File: src/rtl/uart_rx.sv
// 8N1 UART receiver: 2-FF synchronized line, mid-bit sampling, LSB first,
// one-cycle valid/error pulses, framing-error lockout until the line idles high.
module uart_rx #(
  parameter int unsigned CLOCK_FREQ = 100_000_000,
  parameter int unsigned BAUD_RATE  = 115_200
) (
  input  logic       clk_i,
  input  logic       reset_i,
  input  logic       rx_i,
  output logic [7:0] data_o,
  output logic       rx_valid_o,
  output logic       rx_err_o
);

  localparam int unsigned CNT_W = 14;
  localparam int unsigned CPB   = CLOCK_FREQ / BAUD_RATE;
  localparam int unsigned HALF  = (CPB - 1) / 2;

  localparam logic [CNT_W-1:0] CPB_M1 = CNT_W'(CPB - 1);
  localparam logic [CNT_W-1:0] HALF_C = CNT_W'(HALF);

  typedef enum logic [2:0] {
    IDLE      = 3'd0,
    START     = 3'd1,
    DATA      = 3'd2,
    STOP      = 3'd3,
    WAIT_HIGH = 3'd4
  } state_e;

  state_e           state_q, state_d;
  logic             rx_meta_q, rx_s_q;
  logic [CNT_W-1:0] cnt_q, cnt_d;
  logic [2:0]       bit_idx_q, bit_idx_d;
  logic [7:0]       shift_q, shift_d;
  logic [7:0]       data_q, data_d;
  logic             valid_q, valid_d;
  logic             err_q, err_d;

  // Synchronizer resets to the idle level so reset never looks like a start bit.
  always_ff @(posedge clk_i or posedge reset_i) begin
    if (reset_i) begin
      rx_meta_q <= 1'b1;
      rx_s_q    <= 1'b1;
    end else begin
      rx_meta_q <= rx_i;
      rx_s_q    <= rx_meta_q;
    end
  end

  always_ff @(posedge clk_i or posedge reset_i) begin
    if (reset_i) state_q <= IDLE;
    else         state_q <= state_d;
  end

  always_comb begin
    state_d = state_q;
    unique case (state_q)
      IDLE:      if (!rx_s_q) state_d = START;
      START:     if (cnt_q == HALF_C) state_d = rx_s_q ? IDLE : DATA;
      DATA:      if (cnt_q == CPB_M1 && bit_idx_q == 3'd7) state_d = STOP;
      STOP:      if (cnt_q == CPB_M1) state_d = rx_s_q ? IDLE : WAIT_HIGH;
      WAIT_HIGH: if (rx_s_q) state_d = IDLE;
      default:   state_d = IDLE;
    endcase
  end

  // Datapath next-state: bit timer, bit index, shift register and output pulses.
  always_comb begin
    cnt_d     = cnt_q;
    bit_idx_d = bit_idx_q;
    shift_d   = shift_q;
    data_d    = data_q;
    valid_d   = 1'b0;
    err_d     = 1'b0;
    unique case (state_q)
      IDLE: cnt_d = '0;
      START: begin
        if (cnt_q == HALF_C) begin
          cnt_d     = '0;
          bit_idx_d = 3'd0;
        end else begin
          cnt_d = cnt_q + CNT_W'(1);
        end
      end
      DATA: begin
        if (cnt_q == CPB_M1) begin
          cnt_d              = '0;
          shift_d[bit_idx_q] = rx_s_q;
          bit_idx_d          = (bit_idx_q == 3'd7) ? 3'd0 : bit_idx_q + 3'd1;
        end else begin
          cnt_d = cnt_q + CNT_W'(1);
        end
      end
      STOP: begin
        if (cnt_q == CPB_M1) begin
          cnt_d = '0;
          if (rx_s_q) begin
            data_d  = shift_q;
            valid_d = 1'b1;
          end else begin
            err_d = 1'b1;
          end
        end else begin
          cnt_d = cnt_q + CNT_W'(1);
        end
      end
      WAIT_HIGH: cnt_d = '0;
      default:   cnt_d = '0;
    endcase
  end

  always_ff @(posedge clk_i or posedge reset_i) begin
    if (reset_i) begin
      cnt_q     <= '0;
      bit_idx_q <= 3'd0;
      shift_q   <= 8'h00;
      data_q    <= 8'h00;
      valid_q   <= 1'b0;
      err_q     <= 1'b0;
    end else begin
      cnt_q     <= cnt_d;
      bit_idx_q <= bit_idx_d;
      shift_q   <= shift_d;
      data_q    <= data_d;
      valid_q   <= valid_d;
      err_q     <= err_d;
    end
  end

  assign data_o     = data_q;
  assign rx_valid_o = valid_q;
  assign rx_err_o   = err_q;

endmodule
File: config.mk
export PLATFORM = sky130hd
export DESIGN_NAME = uart_rx
export DESIGN_NICKNAME = d
export VERILOG_FILES = /design/src/rtl/uart_rx.sv
export SDC_FILE = /design/constraint.sdc
export NUM_CORES = 1
export LEC_CHECK = 0
export BUFFER_PORTS_ARGS = -buffer_cell sky130_fd_sc_hd__buf_2
export CORE_MARGIN = 2
export CORE_UTILIZATION = 62
export CTS_BUF_LIST = sky130_fd_sc_hd__clkbuf_8
export DETAILED_ROUTE_END_ITERATION = 10
export GPL_TIMING_DRIVEN = 0
export PLACE_DENSITY = 0.83
export SLEW_MARGIN = 10
export SYNTH_ARGS = -nofsm -noshare
export SYNTH_HDL_FRONTEND = slang
export SYNTH_SLANG_ARGS = --single-unit
File: constraint.sdc
create_clock -name clk_i -period 2.65 [get_ports clk_i]
set_clock_uncertainty 0.15 [all_clocks]
set_input_delay 0.3975 -clock clk_i [delete_from_list [all_inputs] [get_ports clk_i]]
set_output_delay 0.3975 -clock clk_i [all_outputs]
set_load 0.02 [all_outputs]
* Word-level counts from Yosys, hierarchy flattened *
Cells that the tools add are included.

storage, ports and cells
  bits in registers = 40
  output and inout bits = 10
  input port bits = 3
  word-level logic and storage cells = 59

operators by class
  equal/unequal tests = 13
  multiplexer cells = 24
  $lt $le $gt $ge = 2
  reductions and logical operators = 9
  add/subtract/negate cells = 2

operator list
  cell                   number
  $mux 14                2
  $pmux 14 s2            1
  $mux 3                 9
  $pmux 3 s5             1
  $add 14x1->14 const B  1
  $eq 14x10->1 const B   1
  $eq 14x9->1 const B    1
  $ne 2x2->1 const B     6
  $bwmux 8               1
  $mux 1                 7
  $eq 3x2->1 const B     2
  $eq 3x3->1 const B     2
  $pmux 3 s2             1
  $reduce_and 3->1       2
  $reduce_and 5->1       1
  $lt 3x4->1 const B     1
  $add 3x1->3 const B    1
  $demux 1 s3            1
  $eq 3x1->1 const B     1
  $ge 3x1->1 const B     1
  $logic_not 3->1        1
  $logic_and 1x1->1      2
  $mux 2                 1
  $reduce_and 2->1       1
  other kinds (2)        2

* Depth between registers and ports, before layout *
  depth in word-level cells = 5
  mapped depth = 7
  gate-level depth less buffers = 6

* Worst setup path before layout *
OpenSTA, ideal clock, no wires.

  path kind = reg-to-reg
  start = reg cnt_q[0]
  end = reg shift_q[1]
  buffers on the path = 0
  data required time = 2372 ps
  path slack = 473 ps
  setup time = 128 ps
  clock period less this slack = 2177 ps
  arrival = 1900 ps
  stages on the path, launching flop included = 7
  cell sequence = dfrtp_1 -> ha_1 -> and3_1 -> nand2_1 -> or4_4 -> nor3b_2 -> mux2_1

on the way
  cells in the longest elaborated chain, start to end = 2

ends and longest elaborated chain
  what                               line  text
  start: declaration                 32    logic [CNT_W-1:0] cnt_q, cnt_d;
  start signal: assignment           121   cnt_q <= cnt_d;
  $eq 14x10->1                       86    if (cnt_q == CPB_M1) begin
  $reduce_and 2->1 (no source line)  --
  end signal: assignment             123   shift_q <= shift_d;
  end: declaration                   34    logic [7:0] shift_q, shift_d;

Every way passes these cells.
A chain may end at the register's enable or synchronous reset.

* Worst setup path in the final report *
  start = reg cnt_q[0]
  end = reg data_q[4] (netlist: data_o[4])

on the way
  cells in the longest elaborated chain, start to end = 2

ends and longest elaborated chain
  what                               line  text
  $eq 14x10->1                       95    if (cnt_q == CPB_M1) begin
  $reduce_and 3->1 (no source line)  --
  end signal: assignment             124   data_q <= data_d;
  end: declaration                   35    logic [7:0] data_q, data_d;

Every way passes these cells.

==> key figures <==
Synth
  – Cell Area, Synth: 1888 um2
  – Post-synth ARST share: 1.000
  – Yosys cell types: 43
  – Ys Warns: 0
  – Flops & latches, synth: 40
  – Syn Nets: 170
  – Syn Area/Cell: 11.58 um2
  – Gate Count Post-Synth: 163
  – Post-synth EDFFs: 0
  – Primary FF master, synth: dfrtp_1
  – Part of the Yosys area used for sequential elements: 0.5315

Critical path
  – Worst endpoint required time: roughly 2.7 ns
  – Crit Path Max Fanout: 9
  – Critical path capture point type: flop
  – Reg2reg start: cnt_q[0]
  – WP data arrival: 2.42 ns
  – CP startpoint kind: flop
  – Setup Crit Path Kind: flop to flop
  – Crit path from: cnt_q[0]

Drt
  – Final wirelength: 3245 um
  – DRT iter0 DRCs: 60
  – TritonRoute pass-1 iters: 4
  – Via count: 1301
  – Routed WL per cell: approximately 15 um
  – Final ANT Viol Nets: 0
  – DR vias/cell: 6.023
  – DRC Markers: 0

GRT
  – GRT busiest layer: met2
  – GRT overflow: 0
  – Routing usage on met1: 0.2243
  – Global-route wire length before repair: 5630 um
  – Largest net degree at the start of global routing: 41
  – Vias in the first global route: 1299
  – GR Util met2: 0.3830
  – Met3 usage: 0.07424
  – Initial antenna violation count: 0
  – Tot GR Track Use: 0.2142

Clocking
  – # clock sinks: 40
  – Worst-path clk slew: roughly 0.08 ns
  – CTS H-tree lvls: 2
  – Post-CTS sizing: 0
  – Number of post-CTS setup repair buffers: 0
  – Clock Path Buffers: 2
  – CTS tree: done
  – Num CTS Buffers: 5
  – Clk root buf: clkbuf_8
  – Worst skew pair latency: 0.29 ns
  – Post-CTS Hold Buffers: 0

Timing
  – Unrepaired setup endpoints after global routing: no
  – Fin. Hold Viols: 0
  – Final TNS setup: 0 ns
  – Final Max Tran Viols: 0
  – Worst slew pin tran: between 0.7 and 0.8 ns
  – Final period util: 0.9021
  – Final worst slack: approximately 0.26 ns
  – Fin Hold WS: 0.05232 ns
  – Slew headroom: 0.4695
  – Minimum clock period: 2.390 ns
  – Max frequency: 0.4183 GHz
  – Final Setup Violations: 0

Finish
  – Leading cell type in the layout, fill and taps excluded: dfrtp_1
  – Area delta synth->final: 13.78%
  – Most frequent cells in the layout: dfrtp_1, nor2_1, mux2_2, buf_2, nand2_1
  – Util after Layout: 0.7214
  – Share of cells above drive strength 1: 0.2678
  – Nets: 189
  – # diodes: 0
  – Filler cell count: approximately 210

Placement
  – Port Buffers: 12
  – Placer Congestion: 0.8045
  – Hpwl dp: between 2000 and 2500 um
  – Pre-CTS setup slack: ~0.22 ns

Run status
  – Status: finished clean

Die
  – # IOs: 13
  – Die ar.: 3503 um2
  – Core Area: 2978 um2
  – Chip width: around 59 um
  – Rows: 20
  – Die Span Y: 59.19 um
  – Initial Utilization: 0.6340

Job
  – Max-cap violations: 0

Power and ir drop
  – Switching Fraction: 0.1713
  – Total power: 1310 uW
  – PwrDens: 609.9 nW/um2
  – P_int: 1086 uW
  – Net Switching: 224.5 uW
  – Comb pwr share: 0.013
  – VDD IR max: between 0.0005 and 0.0006 V
  – Leak pwr: 0.001082 uW
  – Sequential share of power: 0.468
  – Clock Power Share: 0.519

Hold path
  – Hold Crit Class: input port to flop
  – HP Start: rx_i
[synth_stat cells (all sizes together) (2+ instances only)]
master  count  area (um2)
mux2       17       191.4
a31oi       3       18.77
a21oi       2       10.01
nor3        5       36.29
nand2      10       37.54
ha          4       50.05
nand4b      2       17.52
nor2       22       82.58
dfstp       2       52.55
xor2        7       61.31
dfrtp      38       950.9
nand4       3       18.77
nor4        2       18.77
and3        5       32.53
inv         3       11.26
nor3b       5       47.54
nand3       7       35.03
buf         4       31.27
xnor2       5       43.79
[area by class of cell]
type	instances	area (um2)	area share
clock inverters	3	90.09	0.04193
multi-input cells	115	838.3	0.3902
well taps	33	41.29	0.01922
inverters	3	11.26	0.005242
flip-flops and latches	40	1003	0.4671
clock buffers	5	68.82	0.03203
repair buffers	12	60.06	0.02796
plain buffers	5	35.03	0.01631
[sequential cells by signal (all words and copies together), names as in the netlist]
register	cells
cnt_q	14
data_o	8
shift_q	8
bit_idx_q	3
state_q	3
rx_err_o	1
rx_meta_q	1
rx_s_q	1
rx_valid_o	1
[worst max-delay path: stages (launching register included)]
cell and delay (ns):
dfrtp_1 0.44, ha_1 0.26, and3_1 0.22, nand4_1 0.30, nor3_4 0.52, mux2_2 0.40
[layer usage]
layer / routed length (um) / share of wire
met1: 1350 / 0.42
met2: 1698 / 0.52
met3: 144 / 0.044
met4: 51 / 0.016
met5: 0 / 0
[power by group through the flow]
stage               logic [uW]  registers, uW  clock network, uW
detailed placement        17.9            625                  0
floorplan                 12.0            625                  0
finish                    16.9            614                680
global placement          17.0            625                  0
CTS                       18.0            613                693
global route              19.9            614                712
[worst paths after layout]
check | depth (start not counted) | slack, ns | endpoint
setup / recovery | 5 | 0.26 | data_o[4]
hold / removal | 1 | 0.05 | rx_meta_q
setup reg to reg | 5 | 0.26 | data_o[4]
hold reg to reg | 0 | 0.21 | rx_s_q
max in group asynchronous | 2 | 1.74 | cnt_q[1]
min in group asynchronous | 2 | 0.09 | shift_q[4]
[through the flow]
stage | cells | instance area, um2
finish | 216 | 2148
global placement | 208 | 1989
detailed placement | 208 | 1989
global route | 216 | 2148
floorplan | 163 | 1888
CTS | 216 | 2148
[kinds of logic (layout without fill, tap and decap cells)]
group,after synthesis,after routing,share of synthesized area
buf+inv,8,28,0.02451
xor+xnor,12,12,0.05567
flops,40,40,0.5315
compound gates,13,13,0.04838
mux,18,18,0.1067
simple gates,68,68,0.2068
fa+ha+maj,4,4,0.02651
Note: power is estimated with default switching activity, not from simulation.
